File: src/rtl/piezo_seq.sv
// Table-driven piezo note sequencer: battery-low loop, fanfare and chirp tunes
// with clock-derived pitch, selectable duty, inter-note gaps and preemption.
module piezo_seq #(
  parameter int unsigned CLK_FREQ  = 50_000_000,
  parameter bit          FAST_SIM  = 1'b1,
  parameter int unsigned DUR_SHIFT = 22,
  parameter int unsigned GAP_CNT   = 1 << 18
) (
  input  logic       clk,
  input  logic       rst,
  input  logic       batt_low,
  input  logic       fanfare,
  input  logic       chirp,
  input  logic [1:0] vol,
  output logic       piezo,
  output logic       piezo_n,
  output logic       busy,
  output logic       done
);

  localparam int unsigned H_G6  = CLK_FREQ / (2 * 1568);
  localparam int unsigned H_C7  = CLK_FREQ / (2 * 2093);
  localparam int unsigned H_E7  = CLK_FREQ / (2 * 2637);
  localparam int unsigned H_G7  = CLK_FREQ / (2 * 3136);
  // G6 is the lowest note, so its full period bounds the pitch counter
  localparam int unsigned PER_W = $clog2(2 * H_G6);
  // three extra bits so a 4-unit note fits without wrapping
  localparam int unsigned DUR_W = DUR_SHIFT + 3;
  // one more bit so dur + step never overflows during the compare
  localparam int unsigned CMP_W = DUR_W + 1;
  localparam logic [CMP_W-1:0] STEP    = FAST_SIM ? CMP_W'(16) : CMP_W'(1);
  localparam logic [CMP_W-1:0] GAP_LIM = CMP_W'(GAP_CNT);

  typedef enum logic [1:0] {S_IDLE, S_NOTE, S_GAP} state_t;
  typedef enum logic [1:0] {T_B, T_F, T_C} tune_t;
  typedef enum logic [1:0] {N_G6, N_C7, N_E7, N_G7} note_t;
  typedef struct packed {
    note_t      note;
    logic [2:0] units;
    logic       last;
  } entry_t;

  function automatic entry_t rom(input tune_t t, input logic [2:0] i);
    entry_t e;
    e = '{N_G7, 3'd1, 1'b1};
    case (t)
      T_B: case (i)
        3'd0:    e = '{N_G6, 3'd2, 1'b0};
        3'd1:    e = '{N_C7, 3'd2, 1'b0};
        default: e = '{N_E7, 3'd2, 1'b1};
      endcase
      T_F: case (i)
        3'd0:    e = '{N_G6, 3'd2, 1'b0};
        3'd1:    e = '{N_C7, 3'd2, 1'b0};
        3'd2:    e = '{N_E7, 3'd2, 1'b0};
        3'd3:    e = '{N_G7, 3'd2, 1'b0};
        3'd4:    e = '{N_G7, 3'd1, 1'b0};
        3'd5:    e = '{N_E7, 3'd1, 1'b0};
        default: e = '{N_G7, 3'd4, 1'b1};
      endcase
      default: e = '{N_G7, 3'd1, 1'b1};
    endcase
    return e;
  endfunction

  function automatic logic [PER_W-1:0] half_of(input note_t n);
    case (n)
      N_G6:    return PER_W'(H_G6);
      N_C7:    return PER_W'(H_C7);
      N_E7:    return PER_W'(H_E7);
      default: return PER_W'(H_G7);
    endcase
  endfunction

  state_t           state_q, state_d;
  tune_t            tune_q, tune_d, ld_tune;
  logic [2:0]       idx_q, idx_d, ld_idx;
  logic [DUR_W-1:0] dur_q, dur_d;
  logic [PER_W-1:0] per_q, per_d;
  logic [PER_W-1:0] half_q, half_d;
  logic [PER_W-1:0] high_q, high_d;
  logic [2:0]       units_q, units_d;
  logic             last_q, last_d;
  logic             done_q, done_d;
  logic             load;
  entry_t           ld_ent;
  logic [CMP_W-1:0] dur_nx, note_lim;
  logic [PER_W:0]   per_top;

  assign dur_nx   = {1'b0, dur_q} + STEP;
  assign note_lim = CMP_W'(units_q) << DUR_SHIFT;
  assign per_top  = {half_q, 1'b0} - {{PER_W{1'b0}}, 1'b1};

  // next-state: tune progression, preemption and per-note parameter load
  always_comb begin
    state_d = state_q;
    tune_d  = tune_q;
    idx_d   = idx_q;
    dur_d   = dur_q;
    per_d   = per_q;
    half_d  = half_q;
    high_d  = high_q;
    units_d = units_q;
    last_d  = last_q;
    done_d  = 1'b0;
    load    = 1'b0;
    ld_tune = tune_q;
    ld_idx  = idx_q;
    ld_ent  = '{N_G7, 3'd1, 1'b1};

    case (state_q)
      S_IDLE: begin
        dur_d = '0;
        per_d = '0;
        if (batt_low)     begin load = 1'b1; ld_tune = T_B; ld_idx = 3'd0; end
        else if (fanfare) begin load = 1'b1; ld_tune = T_F; ld_idx = 3'd0; end
        else if (chirp)   begin load = 1'b1; ld_tune = T_C; ld_idx = 3'd0; end
      end
      S_NOTE: begin
        per_d = ({1'b0, per_q} == per_top) ? '0 : per_q + 1'b1;
        dur_d = dur_nx[DUR_W-1:0];
        if (dur_nx >= note_lim) begin
          if (last_q) begin
            // final note never has a trailing gap
            if (tune_q == T_B && batt_low) begin
              load = 1'b1; ld_tune = T_B; ld_idx = 3'd0;
            end else begin
              state_d = S_IDLE;
              dur_d   = '0;
              per_d   = '0;
              done_d  = 1'b1;
            end
          end else if (GAP_CNT == 0) begin
            load = 1'b1; ld_idx = idx_q + 3'd1;
          end else begin
            state_d = S_GAP;
            dur_d   = '0;
            per_d   = '0;
          end
        end
      end
      S_GAP: begin
        per_d = '0;
        dur_d = dur_nx[DUR_W-1:0];
        if (dur_nx >= GAP_LIM) begin
          load = 1'b1; ld_idx = idx_q + 3'd1;
        end
      end
      default: state_d = S_IDLE;
    endcase

    // higher-priority requests abort the running tune without a done pulse
    if (state_q != S_IDLE) begin
      if (batt_low && tune_q != T_B) begin
        load = 1'b1; ld_tune = T_B; ld_idx = 3'd0; done_d = 1'b0;
      end else if (fanfare && tune_q == T_C) begin
        load = 1'b1; ld_tune = T_F; ld_idx = 3'd0; done_d = 1'b0;
      end
    end

    if (load) begin
      ld_ent  = rom(ld_tune, ld_idx);
      state_d = S_NOTE;
      tune_d  = ld_tune;
      idx_d   = ld_idx;
      dur_d   = '0;
      per_d   = '0;
      half_d  = half_of(ld_ent.note);
      units_d = ld_ent.units;
      last_d  = ld_ent.last;
      // volume is captured once per note
      case (vol)
        2'd3:    high_d = half_of(ld_ent.note);
        2'd2:    high_d = half_of(ld_ent.note) >> 1;
        2'd1:    high_d = half_of(ld_ent.note) >> 2;
        default: high_d = '0;
      endcase
    end
  end

  // state and counter registers, synchronous reset
  always_ff @(posedge clk) begin
    if (rst) begin
      state_q <= S_IDLE;
      tune_q  <= T_B;
      idx_q   <= '0;
      dur_q   <= '0;
      per_q   <= '0;
      half_q  <= '0;
      high_q  <= '0;
      units_q <= '0;
      last_q  <= 1'b0;
      done_q  <= 1'b0;
    end else begin
      state_q <= state_d;
      tune_q  <= tune_d;
      idx_q   <= idx_d;
      dur_q   <= dur_d;
      per_q   <= per_d;
      half_q  <= half_d;
      high_q  <= high_d;
      units_q <= units_d;
      last_q  <= last_d;
      done_q  <= done_d;
    end
  end

  assign piezo   = (state_q == S_NOTE) && (per_q < high_q);
  assign piezo_n = ~piezo;
  assign busy    = (state_q != S_IDLE);
  assign done    = done_q;

endmodule
File: config.mk
export PLATFORM = sky130hd
export DESIGN_NAME = piezo_seq
export DESIGN_NICKNAME = d
export VERILOG_FILES = /design/src/rtl/piezo_seq.sv
export SDC_FILE = /design/constraint.sdc
export NUM_CORES = 1
export LEC_CHECK = 0
export ABC_AREA = 1
export BUFFER_PORTS_ARGS = -buffer_cell sky130_fd_sc_hd__buf_2
export CAP_MARGIN = 20
export CORE_AREA = 2 2 127 129
export DETAILED_ROUTE_END_ITERATION = 8
export DIE_AREA = 0 0 129 131
export SLEW_MARGIN = 20
export SYNTH_ARGS = -nofsm -noshare
export SYNTH_HDL_FRONTEND = slang
export SYNTH_SLANG_ARGS = --single-unit
File: constraint.sdc
create_clock -name clk -period 3.99 [get_ports clk]
set_input_delay 0.798 -clock clk [delete_from_list [all_inputs] [get_ports clk]]
set_output_delay 0.798 -clock clk [all_outputs]
set_load 0.02 [all_outputs]
# Word-level counts from Yosys, hierarchy flattened
# Cells that the tools add are included.
dict set report op_classes {
  muxes 59
  n_reduce_logical 17
  eq_ne 20
  n_bitwise 2
  n_lt_le_gt_ge 3
  add_sub_neg 4
}
# op n
set op_table {}
lappend op_table {{2-to-1 mux 25 bit} 3}
lappend op_table {{case mux 25 bit (3 select lines)} 1}
lappend op_table {{2-to-1 mux 15 bit} 4}
lappend op_table {{case mux 15 bit (3 select lines)} 1}
lappend op_table {{case mux 14 bit (3 select lines)} 1}
lappend op_table {{case mux 6 bit (6 select lines)} 1}
lappend op_table {{2-to-1 mux 3 bit} 10}
lappend op_table {{case mux 15 bit (2 select lines)} 1}
lappend op_table {{adder 25 x 5 -> 26 bit (second input constant)} 1}
lappend op_table {{greater-or-equal comparator 26 x 19 -> 1 bit (second input constant)} 1}
lappend op_table {{greater-or-equal comparator 26 x 25 -> 1 bit} 1}
lappend op_table {{2-to-1 mux 2 bit} 12}
lappend op_table {{case mux 6 bit (2 select lines)} 2}
lappend op_table {{2-to-1 mux 1 bit} 18}
lappend op_table {{== test 15 x 16 -> 1 bit} 1}
lappend op_table {{subtractor 16 x 1 -> 16 bit (second input constant)} 1}
lappend op_table {{adder 15 x 1 -> 15 bit (second input constant)} 1}
lappend op_table {{< comparator 15 bit} 1}
lappend op_table {{== test 2 bit (second input constant)} 5}
lappend op_table {{case mux 3 bit (3 select lines)} 1}
lappend op_table {{== test 2 x 1 -> 1 bit (second input constant)} 4}
lappend op_table {{logical NOT 2 bit} 4}
lappend op_table {{case mux 2 bit (2 select lines)} 2}
lappend op_table {{== test 3 x 2 -> 1 bit (second input constant)} 2}
lappend op_table {{other kinds (16)} 26}
dict set report word_totals {
  out_inout_bits 4
  reg_bits 82
  inputBits 7
}

# Logic depth before layout (Yosys ltp)
dict set report depth {
  ltp_word 16
  ltp_mapped 30
  depth_no_buf 30
}

# Worst setup path after synthesis
# OpenSTA, ideal clock, no wires.
dict set report synth_timing {
  kind {register to register}
  startpoint {reg dur_q[4]}
  endpoint {reg high_q[8]}
  synth_period_minus_slack_ns 3.397
  t_arrival_ns 3.269
  setup_slack_ns 0.593
  path_buffers 0
  required_ns 3.862
  path_stages_with_launch 22
  path_cell_list {dfxtp_1 -> ha_1 -> nand3_2 -> nor2_4 -> nand3b_1 -> o21ai_2 -> nand2_1 -> ha_1 -> nand2_1 -> nand2_1 -> nand2_1 -> nand2_1 -> a21oi_1 -> o21ai_0 -> nand2_1 -> nor2_1 -> inv_1 -> ha_1 -> nor2_1 -> inv_1 -> a211oi_1 -> o22ai_1}
}
dict set report synth_between {
  elab_chain_len 14
}
# element line
set synth_lines {}
lappend synth_lines {{start, declared} 78} ;# logic [DUR_W-1:0] dur_q, dur_d;
lappend synth_lines {{start signal, assigned} 198} ;# dur_q <= dur_d;
lappend synth_lines {{adder 25 x 5 -> 26 bit *} 90} ;# assign dur_nx = {1'b0, dur_q} + STEP;
lappend synth_lines {{greater-or-equal comparator 26 x 19 -> 1 bit or greater-or-equal comparator 26 x 25 -> 1 bit (tied branches)} {145, 122}}
lappend synth_lines {{2-to-1 mux 3 bit (on tied branches)} {145, 122}}
lappend synth_lines {{case mux 3 bit (3 select lines)} 111} ;# case (state_q)
lappend synth_lines {{2-to-1 mux 3 bit} 156} ;# end else if (fanfare && tune_q == T_C) begin
lappend synth_lines {{2-to-1 mux 3 bit} 154} ;# if (batt_low && tune_q != T_B) begin
lappend synth_lines {{2-to-1 mux 3 bit} 153} ;# if (state_q != S_IDLE) begin
lappend synth_lines {{== test 3 bit (tied with other cells)} 52} ;# T_F: case (i)
lappend synth_lines {{case mux 6 bit (6 select lines) or case mux 6 bit (2 select lines) (tied branches)} {52, 47}}
lappend synth_lines {{case mux 6 bit (2 select lines)} 46} ;# case (t)
lappend synth_lines {{2-to-1 mux 6 bit} 161} ;# if (load) begin
lappend synth_lines {{== test 2 bit (tied with other cells)} 67} ;# case (n)
lappend synth_lines {{case mux 14 bit (3 select lines)} 67}
lappend synth_lines {{case mux 15 bit (3 select lines)} 172} ;# case (vol)
lappend synth_lines {{end signal, assigned} 201} ;# high_q <= high_d;
lappend synth_lines {{end, declared} 81} ;# logic [PER_W-1:0] high_q, high_d;
# Every way passes the cells marked *; elsewhere a longest branch is shown, timed or not. The select of a mux whose other input is x is not followed.
# A chain may end at the register's enable or synchronous reset.

# Worst setup path in the final report
# Ends and elaborated chain as after synthesis.

==> reports/summary.txt <==
status = completed
Sw Share = 44.3%
critical-path cell list = ha_2 > nand3_2 > nor2_4 > nand3b_1 > o21ai_2 > nand2_1 > ha_1 > nand2_1 > nand2_1 > nand2_1 > nand2_1 > nand2_1 > a21oi_1 > nand2_1 > nand2_1 > nand3_1 > nand2_2 > inv_2 > ha_1 > nor2_1 > inv_1 > a211oi_1 > o22ai_1
Synth warnings = 0
Leakage = 2.16 nW
PD cells = 613 nW/µm²
final hold vios = 0
largest net degree at the start of global routing = 38
CTS tree = built
Rel. slew slack = 62.3%
Critical Path Source = dur_q[4]
gpl congestion = 0.880
site row count = 46
worst-margin pin slew = 566 ps
Primary FF master, synth = dfxtp_1
number of flops mapped to enable cells by yosys = 0
vias in the first global route = 3940
DRT Pass-1 Iters = 4
die height = 131 µm
share of cells above drive strength 1 = 8.18%
CP Data Arrival Time = 3770 ps
Synth Net Count = 730
routed vias = 4354
DP HPWL = 8.53 mm
top-area cell type share of the netlist area = 30.2%
GRT Residual Overflow = 0
Detail Route Antenna Nets = 0
cell repeated most along the worst path = nand2_1
Synth Area in XOR/XNOR = 6.14%
CP required = 4210 ps
Synth Area in Simple Gates = 28.3%
flop-to-flop setup slack = 440 ps
layout net count = 742
CP Class = reg -> reg
H-tree depth = 3
HP Class = reg -> reg
Setup crit end kind = flop
CP max FO = 6
Comb power frac = 46.7%
DP Cell Count = 909
Post-synth ARST share = 0%
max-slew violations = 0
max incr delay on CP = 390 ps
critical path's top delay family = simple AND/OR/NAND/NOR gates
worst r2r src = dur_q[4]
P_int = 1.82 mW
total CTS buffers = 9
MaxCap Viol Count = 0
Root Buffer = clkbuf_16
port bufs = 10
Synth area leaders = dfxtp_1, nand2_1, ha_1, inv_1, nor2_1
Max VDD drop = 0.000343 V
Die X-Extent = 129 µm
Avg Inst Size Synth = 6.80 µm²
Yosys reg bits = 71
core area = 15600 µm²
fmax = 282 MHz
Area growth syn-to-layout = 13.2%
Clock Power Share = 25.3%
total track usage = 14.0%
WL final = 11.4 mm
power share of the sequential group = 28.0%
number of diodes = 0
P_sw = 1.45 mW
initial antenna violation count = 0
initial DRC count = 224
largest family of logic cells by synthesized area = simple AND/OR/NAND/NOR gates
Ports = 11
Synth Area in Compound Gates = 16.9%
Setup TNS Final = 0 ps
Worst Setup Start Kind = flop
non-filler cells, final = 925
Power Total = 3.27 mW
Yosys cell types = 44
Finished Cell Area = 5330 µm²
Synth Area in Adders = 8.24%
Critical Path Slowest Stage Cell = dfxtp_2
Initial Util = 30.2%
Cells after Synth = 692
CP bufs+invs = 2
Post-Syn Area = 4710 µm²
Reg clk slew, reported paths = 60 ps
Tcrit/Tclk final = 89.0%
sequential fraction of the synthesis area = 30.2%
DP Area = 5010 µm²
first-pass GRT wire length = 19.1 mm
post-CTS setup buffer count = 0
setup violators final = 0
area leader, netlist = dfxtp_1
DRC = 0
routed len/inst = 12.3 µm
top-count cell post-synth = nand2_1
mux share of post-synthesis cell area = 0.213%
Die ar. = 16900 µm²
Hold Path Origin = high_q[5]
DR vias/cell = 4.71
final clock skew = 11.1 ps
Longest Clk Path Bufs = 2
RSZ-0062 raised after global routing = no
commonest cells in the netlist = nand2_1, inv_1, nor2_1, dfxtp_1, a21oi_1
CTS sink count = 71
clock period minus worst slack = 3550 ps
Clk Latency, worst-skew pair = 340 ps
timing repair:
item / 4_1_cts / 5_1_grt
hold buffers: 0 / 0
endpoints found under the setup margin: 0 / 12
resized for setup: 0 / 7
layout by cell type, fill, tap and decap left out, drive strengths merged, types with 4 or more instances in the layout:
master / count
nand3: 44
o211ai: 5
nor4: 4
nand4: 14
xor2: 22
xnor2: 11
clkbuf: 9
ha: 31
dfxtp: 71
inv: 106
a211oi: 8
nand2: 137
o21ai: 30
a2bb2oi: 5
a21oi: 43
a22oi: 15
buf: 16
o22ai: 14
nor2: 93
nor3: 8
sequential cells by signal, indices dropped and copies added (netlist names):
| signal | count |
|---|---|
| done | 1 |
| last_q | 1 |
| tune_q | 2 |
| half_q | 9 |
| per_q | 15 |
| state_q | 2 |
| idx_q | 3 |
| dur_q | 21 |
| high_q | 14 |
| units_q | 3 |
stage by stage:
stage	utilization (%)	hold WS, ps	setup slack [ps]
after floorplan	-	426	593
after global placement	32.1	454	359
after detailed placement	32.1	450	286
after CTS	34.1	460	261
after global routing	34.2	505	0
final	34.2	465	439
power groups by stage:
stage	Sequential (mW)	Clock, mW	Combinational [mW]
5_1_grt	0.930	0.881	1.73
4_1_cts	0.913	0.850	1.51
3_3_place_gp	0.928	0	1.50
6_report	0.914	0.828	1.52
2_1_floorplan	0.907	0	1.15
3_5_place_dp	0.929	0	1.51
worst reg2reg max path: cells and delay by family, from the launching register on:
family,cells,cell delay [ps]
flops,1,390
compound gates,4,670
fa+ha+maj,3,710
buf+inv,2,150
simple gates,14,1520
path summary, 6_finish.rpt:
kind | endpoint | depth (start not counted)
setup / recovery | high_q[8] | 23
hold / removal | high_q[5] | 2
setup reg to reg | high_q[8] | 23
hold reg to reg | high_q[5] | 2
cells by family (layout without fill, tap and decap cells):
| logic type | after synthesis | in the layout |
|---|---|---|
| xor gates and xnor gates | 33 | 33 |
| and+or+nand+nor | 307 | 307 |
| DFF | 71 | 71 |
| adders and majority gates | 31 | 31 |
| AOI/OAI and AO/OA | 130 | 130 |
| buffers and inverters | 119 | 136 |
| muxes | 1 | 1 |
cell type report:
cell class | instances | area, µm²
Clock buffer | 9 | 225
Clock inverter | 7 | 80.1
Fill cell | 1697 | 10300
Inverter | 104 | 393
Multi-Input combinational cell | 502 | 2830
Sequential cell | 71 | 1430
Tap cell | 216 | 270
Timing Repair Buffer | 16 | 108
routing by layer:
layer / GRT usage (%) / routed length (µm) / part of all wire [%]
met1: 19.8 / 5900 / 52
met2: 22.0 / 4970 / 44
met3: 1.91 / 335 / 2.9
met4: 4.67 / 156 / 1.4
met5: 0 / 0 / 0
Note: power is estimated with default switching activity, not from simulation.
